**config.mk**
```make
export PLATFORM = sky130hd
export DESIGN_NAME = img_buf_streamer
export DESIGN_NICKNAME = d
export VERILOG_FILES = /design/src/rtl/img_buf_streamer.sv
export SDC_FILE = /design/constraint.sdc
export NUM_CORES = 2
export LEC_CHECK = 0
export CELL_PAD_IN_SITES_DETAIL_PLACEMENT = 1
export CELL_PAD_IN_SITES_GLOBAL_PLACEMENT = 2
export CORE_UTILIZATION = 26
export CTS_CLUSTER_SIZE = 24
export DETAILED_ROUTE_END_ITERATION = 10
export GPL_ROUTABILITY_DRIVEN = 0
export HOLD_SLACK_MARGIN = 0.05
export PLACE_DENSITY = 0.78
export SLEW_MARGIN = 20
export SYNTH_ARGS = -nofsm -noshare
export SYNTH_HDL_FRONTEND = slang
export SYNTH_SLANG_ARGS = --single-unit
```
**constraint.sdc**
```tcl
create_clock -name clk -period 2.57 [get_ports clk]
set_clock_uncertainty 0.05 [all_clocks]
set_input_delay 0.771 -clock clk [delete_from_list [all_inputs] [get_ports clk]]
set_output_delay 0.771 -clock clk [all_outputs]
set_load 0.01 [all_outputs]
```
**src/rtl/img_buf_streamer.sv**
```systemverilog
// Image buffer read streamer: fetches a run of rows and unpacks each into pixels, LSB first.
// Optional IMG_STREAM_PREFETCH_EN adds a second row register so rows stream back-to-back.
module img_buf_streamer #(
  parameter int PIX_W  = 8,
  parameter int WORD_W = 640,
  parameter int ADDR_W = 9
) (
  input  logic              clk,
  input  logic              rst,
  input  logic              start,
  input  logic [ADDR_W-1:0] base_row,
  input  logic [ADDR_W:0]   num_rows,
  output logic              busy,
  output logic              done,
  output logic [ADDR_W-1:0] buf_raddr,
  input  logic [WORD_W-1:0] buf_rdata,
  output logic [PIX_W-1:0]  pix_data,
  output logic              pix_valid,
  input  logic              pix_ready,
  output logic              pix_eol,
  output logic              pix_eof
);

  localparam int PPR   = WORD_W / PIX_W;
  localparam int CNT_W = (PPR > 1) ? $clog2(PPR) : 1;
  localparam logic [CNT_W-1:0]  LAST_PIX = CNT_W'(PPR - 1);
  localparam logic [CNT_W-1:0]  PEN_PIX  = CNT_W'((PPR > 1) ? PPR - 2 : 0);
  localparam logic              ONE_PIX  = (PPR == 1);
  localparam logic [ADDR_W:0]   MAX_ROWS = {1'b1, {ADDR_W{1'b0}}};
  localparam logic [ADDR_W:0]   ROW_ONE  = (ADDR_W+1)'(1);
  localparam logic [ADDR_W:0]   ROW_TWO  = (ADDR_W+1)'(2);

  typedef enum logic [2:0] {IDLE, FETCH, LOAD, STREAM, DONE} state_t;

  state_t              state_r;
  logic [WORD_W-1:0]   shift_r;
  logic [CNT_W-1:0]    pix_cnt_r;
  logic [ADDR_W:0]     rows_left_r;
  logic [ADDR_W-1:0]   fetch_addr_r;
  logic [ADDR_W:0]     n_sat_s;
  logic                hs_s;
  logic                last_pix_s;
`ifdef IMG_STREAM_PREFETCH_EN
  logic [WORD_W-1:0]   nxt_row_r;
  logic                nxt_vld_r;
  logic [1:0]          pf_stage_r;
  logic [ADDR_W:0]     fetch_left_r;
`endif

  assign n_sat_s    = (num_rows > MAX_ROWS) ? MAX_ROWS : num_rows;
  assign hs_s       = pix_valid & pix_ready;
  assign last_pix_s = (pix_cnt_r == LAST_PIX);
  assign pix_data   = shift_r[PIX_W-1:0];

  // Transfer FSM, row shift register and all registered outputs.
  always_ff @(posedge clk) begin
    if (rst) begin
      state_r      <= IDLE;
      shift_r      <= {WORD_W{1'b0}};
      pix_cnt_r    <= {CNT_W{1'b0}};
      rows_left_r  <= {(ADDR_W+1){1'b0}};
      fetch_addr_r <= {ADDR_W{1'b0}};
      busy         <= 1'b0;
      done         <= 1'b0;
      buf_raddr    <= {ADDR_W{1'b0}};
      pix_valid    <= 1'b0;
      pix_eol      <= 1'b0;
      pix_eof      <= 1'b0;
`ifdef IMG_STREAM_PREFETCH_EN
      nxt_row_r    <= {WORD_W{1'b0}};
      nxt_vld_r    <= 1'b0;
      pf_stage_r   <= 2'd0;
      fetch_left_r <= {(ADDR_W+1){1'b0}};
`endif
    end else begin
      done <= 1'b0;
      case (state_r)
        IDLE: begin
          if (start) begin
            if (n_sat_s == {(ADDR_W+1){1'b0}}) begin
              state_r <= DONE;
              done    <= 1'b1;
            end else begin
              state_r      <= FETCH;
              busy         <= 1'b1;
              buf_raddr    <= base_row;
              fetch_addr_r <= base_row + ADDR_W'(1);
              rows_left_r  <= n_sat_s;
`ifdef IMG_STREAM_PREFETCH_EN
              fetch_left_r <= n_sat_s - ROW_ONE;
`endif
            end
          end
        end
        FETCH: state_r <= LOAD;
        LOAD: begin
          state_r   <= STREAM;
          shift_r   <= buf_rdata;
          pix_cnt_r <= {CNT_W{1'b0}};
          pix_valid <= 1'b1;
          pix_eol   <= ONE_PIX;
          pix_eof   <= ONE_PIX && (rows_left_r == ROW_ONE);
        end
        STREAM: begin
          if (hs_s && last_pix_s) begin
            if (rows_left_r == ROW_ONE) begin
              state_r   <= DONE;
              busy      <= 1'b0;
              done      <= 1'b1;
              pix_valid <= 1'b0;
              pix_eol   <= 1'b0;
              pix_eof   <= 1'b0;
            end else begin
              rows_left_r <= rows_left_r - ROW_ONE;
`ifdef IMG_STREAM_PREFETCH_EN
              // Next row is already resident; hand it over with no bubble.
              shift_r     <= nxt_row_r;
              nxt_vld_r   <= 1'b0;
              pix_cnt_r   <= {CNT_W{1'b0}};
              pix_eol     <= ONE_PIX;
              pix_eof     <= ONE_PIX && (rows_left_r == ROW_TWO);
`else
              state_r      <= FETCH;
              buf_raddr    <= fetch_addr_r;
              fetch_addr_r <= fetch_addr_r + ADDR_W'(1);
              pix_valid    <= 1'b0;
              pix_eol      <= 1'b0;
              pix_eof      <= 1'b0;
`endif
            end
          end else if (hs_s) begin
            shift_r   <= shift_r >> PIX_W;
            pix_cnt_r <= pix_cnt_r + CNT_W'(1);
            pix_eol   <= (pix_cnt_r == PEN_PIX);
            pix_eof   <= (pix_cnt_r == PEN_PIX) && (rows_left_r == ROW_ONE);
          end else begin
            shift_r <= shift_r;
          end
        end
        DONE: state_r <= IDLE;
        default: state_r <= IDLE;
      endcase
`ifdef IMG_STREAM_PREFETCH_EN
      // Prefetch pipe: address out, RAM read, capture into the spare row register.
      if (pf_stage_r == 2'd2) begin
        nxt_row_r  <= buf_rdata;
        nxt_vld_r  <= 1'b1;
        pf_stage_r <= 2'd0;
      end else if (pf_stage_r == 2'd1) begin
        pf_stage_r <= 2'd2;
      end else if (state_r == STREAM && fetch_left_r != {(ADDR_W+1){1'b0}} && !nxt_vld_r) begin
        buf_raddr    <= fetch_addr_r;
        fetch_addr_r <= fetch_addr_r + ADDR_W'(1);
        fetch_left_r <= fetch_left_r - ROW_ONE;
        pf_stage_r   <= 2'd1;
      end else begin
        pf_stage_r <= pf_stage_r;
      end
`endif
    end
  end

endmodule

```
==> reports/metrics.csv <==
metric,value,unit
share of layout cells above drive strength 1,6.82,%
r2r startpoint,rows_left_r[0]$_SDFFE_PP0P_,
post-synthesis sequential area ratio,45.8,%
WP depth,1,
pin slew with the least headroom to its limit,0.867,ns
pre-CTS WS,-0.420,ns
Detailed Route WL,117000,µm
final period demand of the worst path,2.49,ns
CTS tree,yes,
ANT nets after route,0,
LEAKAGE,0.0150,µW
critical path arrival,1.67,ns
library cells used by synthesis,58,
R2R setup slack,0.22,ns
total clock sinks,683,
Placement Cell Area,38700,µm²
Hold WS,0.414,ns
Crit path largest cell delay,0.67,ns
"Slew Viols, Final",0,
"Clk Latency, worst-skew pair",0.65,ns
Starting Density,26.4,%
"commonest non-fill, non-tap cell in the layout",nand2_1,
Hold Buf Count CTS,0,
H-tree levels,3,
Worst Setup Path Type,flop to output pin,
ordered cell list for the critical path,clkdlybuf4s50_1,
max_cap viols,0,
total gr overflow,0,
clock root cell,clkbuf_16,
Syn Area/Cell,7.66,µm²
Max VDD drop,0.462,mV
total core area,113000,µm²
Synth-to-Final Area Change,39.6,%
Post-synth ARST share,0,%
Synth Cell Area,29800,µm²
Ys Warns,0,
cts bufs inserted,83,
First DRT Iteration DRCs,1786,
"Setup violations, final",0,
WL/cell,19.4,µm
vias in the first global route,30500,
Critical Path Sink Type,output pin,
worst setup margin,0.0763,ns
total number of vias,30000,
crit path to,buf_raddr[1],
dpl hpwl,83400,µm
"Reg clk slew, reported paths",0.06,ns
largest net degree at the start of global routing,157,
most frequent cells in the layout,"1,302 x nand2_1, 681 x dfxtp_1, 680 x clkdlybuf4s50_1",
"CP delay by family, top",buffers and inverters,
Final Util,36.8,%
setup TNS,0,ns
Worst Path Max Fanout,2,
final period utilization,97.0,%
"Primary FF master, synth",dfxtp_1,
DR DRC count,0,
#FFs+latches synth,683,
die area,116000,µm²
"EDFF count, synth",0,
max_slew headroom,42.2,%
Power Density,762,nW/µm²
Critical path buffers and inverters,1,
hold violation count in the final report,0,
startpoint types,flop,
RSZ-0062 raised after global routing,false,
Die Wd,341,µm
Reg2Reg Depth,8,
initial antenna violation count,27,
1st-pass router iterations,5,
first-pass GRT wire length,177000,µm
Setup crit start,buf_raddr[1]$_SDFFE_PP0P_,
"Slowest-stage cell, CP",clkdlybuf4s50_1,
Achievable Freq,401,MHz
min-delay worst type,flop to flop,
result of the run,"finished, final reports clean",
Total Routing Usage GR,19.4,%
Clock Tree Buf Depth,3,
fill cell count,13500,
Mapped Nets,4564,
IO Count,685,
Final nets,5107,
Buffers on Ports,684,
post-route cell area,41600,µm²
Post-Syn Instances,3896,
number of vias per cell,4.98,
Worst Path Required,1.75,ns
Chip Height,341,µm
Site Rows,123,
r2r endpoint,rows_left_r[0]$_SDFFE_PP0P_,
-- registers in the layout, indices dropped and copies added (netlist names), 3 cells and up --
signal and count:
rows_left_r 10, fetch_addr_r 9, state_r 3, shift_r 640
pix_cnt_r 7, buf_raddr 9
-- final cells by class --
| cell class | instances | area, µm² | share of cell area (%) |
|---|---|---|---|
| Sequential cell | 683 | 13700 | 32.8 |
| Clock inverter | 26 | 450 | 1.08 |
| Tap cell | 1500 | 1880 | 4.51 |
| Inverter | 8 | 30.0 | 0.0721 |
| Clock buffer | 124 | 2450 | 5.89 |
| Antenna cell | 13 | 32.5 | 0.0781 |
| Timing Repair Buffer | 845 | 8680 | 20.9 |
| Multi-Input combinational cell | 2818 | 14400 | 34.7 |
-- Yosys cell counts, types with 3 or more instances --
cell type	number	area, µm²
nand4_1	5	31.3
buf_4	26	195
xor2_1	4	35.0
inv_1	8	30.0
o31a_1	3	26.3
o31ai_1	10	75.1
o211ai_1	5	37.5
or3_1	6	37.5
nor4_1	12	75.1
nor2_1	665	2500
nand3b_1	7	52.6
a311oi_1	640	5610
and3_1	3	18.8
buf_2	105	526
a21oi_1	36	180
dfxtp_1	683	13700
nand2b_1	4	25.0
nor3_1	8	40.0
ha_1	5	62.6
a31oi_1	6	37.5
a22oi_1	11	82.6
nor3b_1	5	37.5
o211a_1	3	30.0
o21ai_0	18	90.1
nand3_1	18	90.1
or4_1	4	30.0
and2_1	5	31.3
clkbuf_1	252	946
nand2_1	1302	4890
-- worst min path at each step --
stage                                       startpoint                           end  cells after the start  slack, ns
after floorplan           fetch_addr_r[8]$_SDFFE_PP0P_  fetch_addr_r[8]$_SDFFE_PP0P_                      2       0.38
after global placement       shift_r[193]$_SDFFE_PP0P_     shift_r[185]$_SDFFE_PP0P_                      2       0.41
after detailed placement  fetch_addr_r[8]$_SDFFE_PP0P_  fetch_addr_r[8]$_SDFFE_PP0P_                      2       0.42
after CTS                    shift_r[612]$_SDFFE_PP0P_     shift_r[604]$_SDFFE_PP0P_                      2       0.41
after global routing      fetch_addr_r[8]$_SDFFE_PP0P_  fetch_addr_r[8]$_SDFFE_PP0P_                      2       0.44
final                        shift_r[612]$_SDFFE_PP0P_     shift_r[604]$_SDFFE_PP0P_                      2       0.41
-- through the flow --
stage / power, µW / std cells
after detailed placement: 19600 / 5852
after global routing: 33500 / 6012
after floorplan: 16700 / 3896
final: 31700 / 6017
after CTS: 32200 / 6002
after global placement: 19400 / 5852
-- layer usage --
layer,GRT usage (%),up-vias,routed length [µm]
met4,7.60,28,3970
met5,0,-,182
met2,31.3,626,54300
li1,-,14700,-
met3,3.82,203,5370
met1,25.2,14400,53100
-- what timing repair did --
| action | CTS | global route |
|---|---|---|
| buffers inserted | 0 | 2 |
| hold endpoints to repair | 0 | 0 |
| pin swaps | 0 | 1 |
| gates cloned | 0 | 0 |
| gates resized for setup | 4 | 1 |
| endpoints found under the setup margin | 4 | 4 |
-- where the power goes --
part | leakage [µW] | switching [µW] | internal, µW
Clock | 0.00141 | 4870 | 7530
Sequential | 0.00561 | 839 | 12100
Combinational | 0.00802 | 3480 | 2970
Total | 0.0150 | 9190 | 22600
-- worst reg2reg max path: cells and delay by family, from the launching register on --
| kind | cells | cell delay, ns |
|---|---|---|
| and+or+nand+nor | 3 | 0.76 |
| AOI/OAI and AO/OA | 2 | 0.47 |
| DFF | 1 | 0.45 |
| buffers and inverters | 2 | 0.36 |
| adders and majority gates | 1 | 0.18 |
-- logic make-up after synthesis --
| kind of cell | synth area share [%] |
|---|---|
| AND/OR/NAND/NOR | 26.8 |
| flip-flops | 45.8 |
| buffers and inverters | 5.79 |
| adder cells (fa/ha/maj) | 0.210 |
| AO/OA/AOI/OAI | 21.2 |
| XOR/XNOR | 0.176 |
Power figures use the tool's default switching activity.
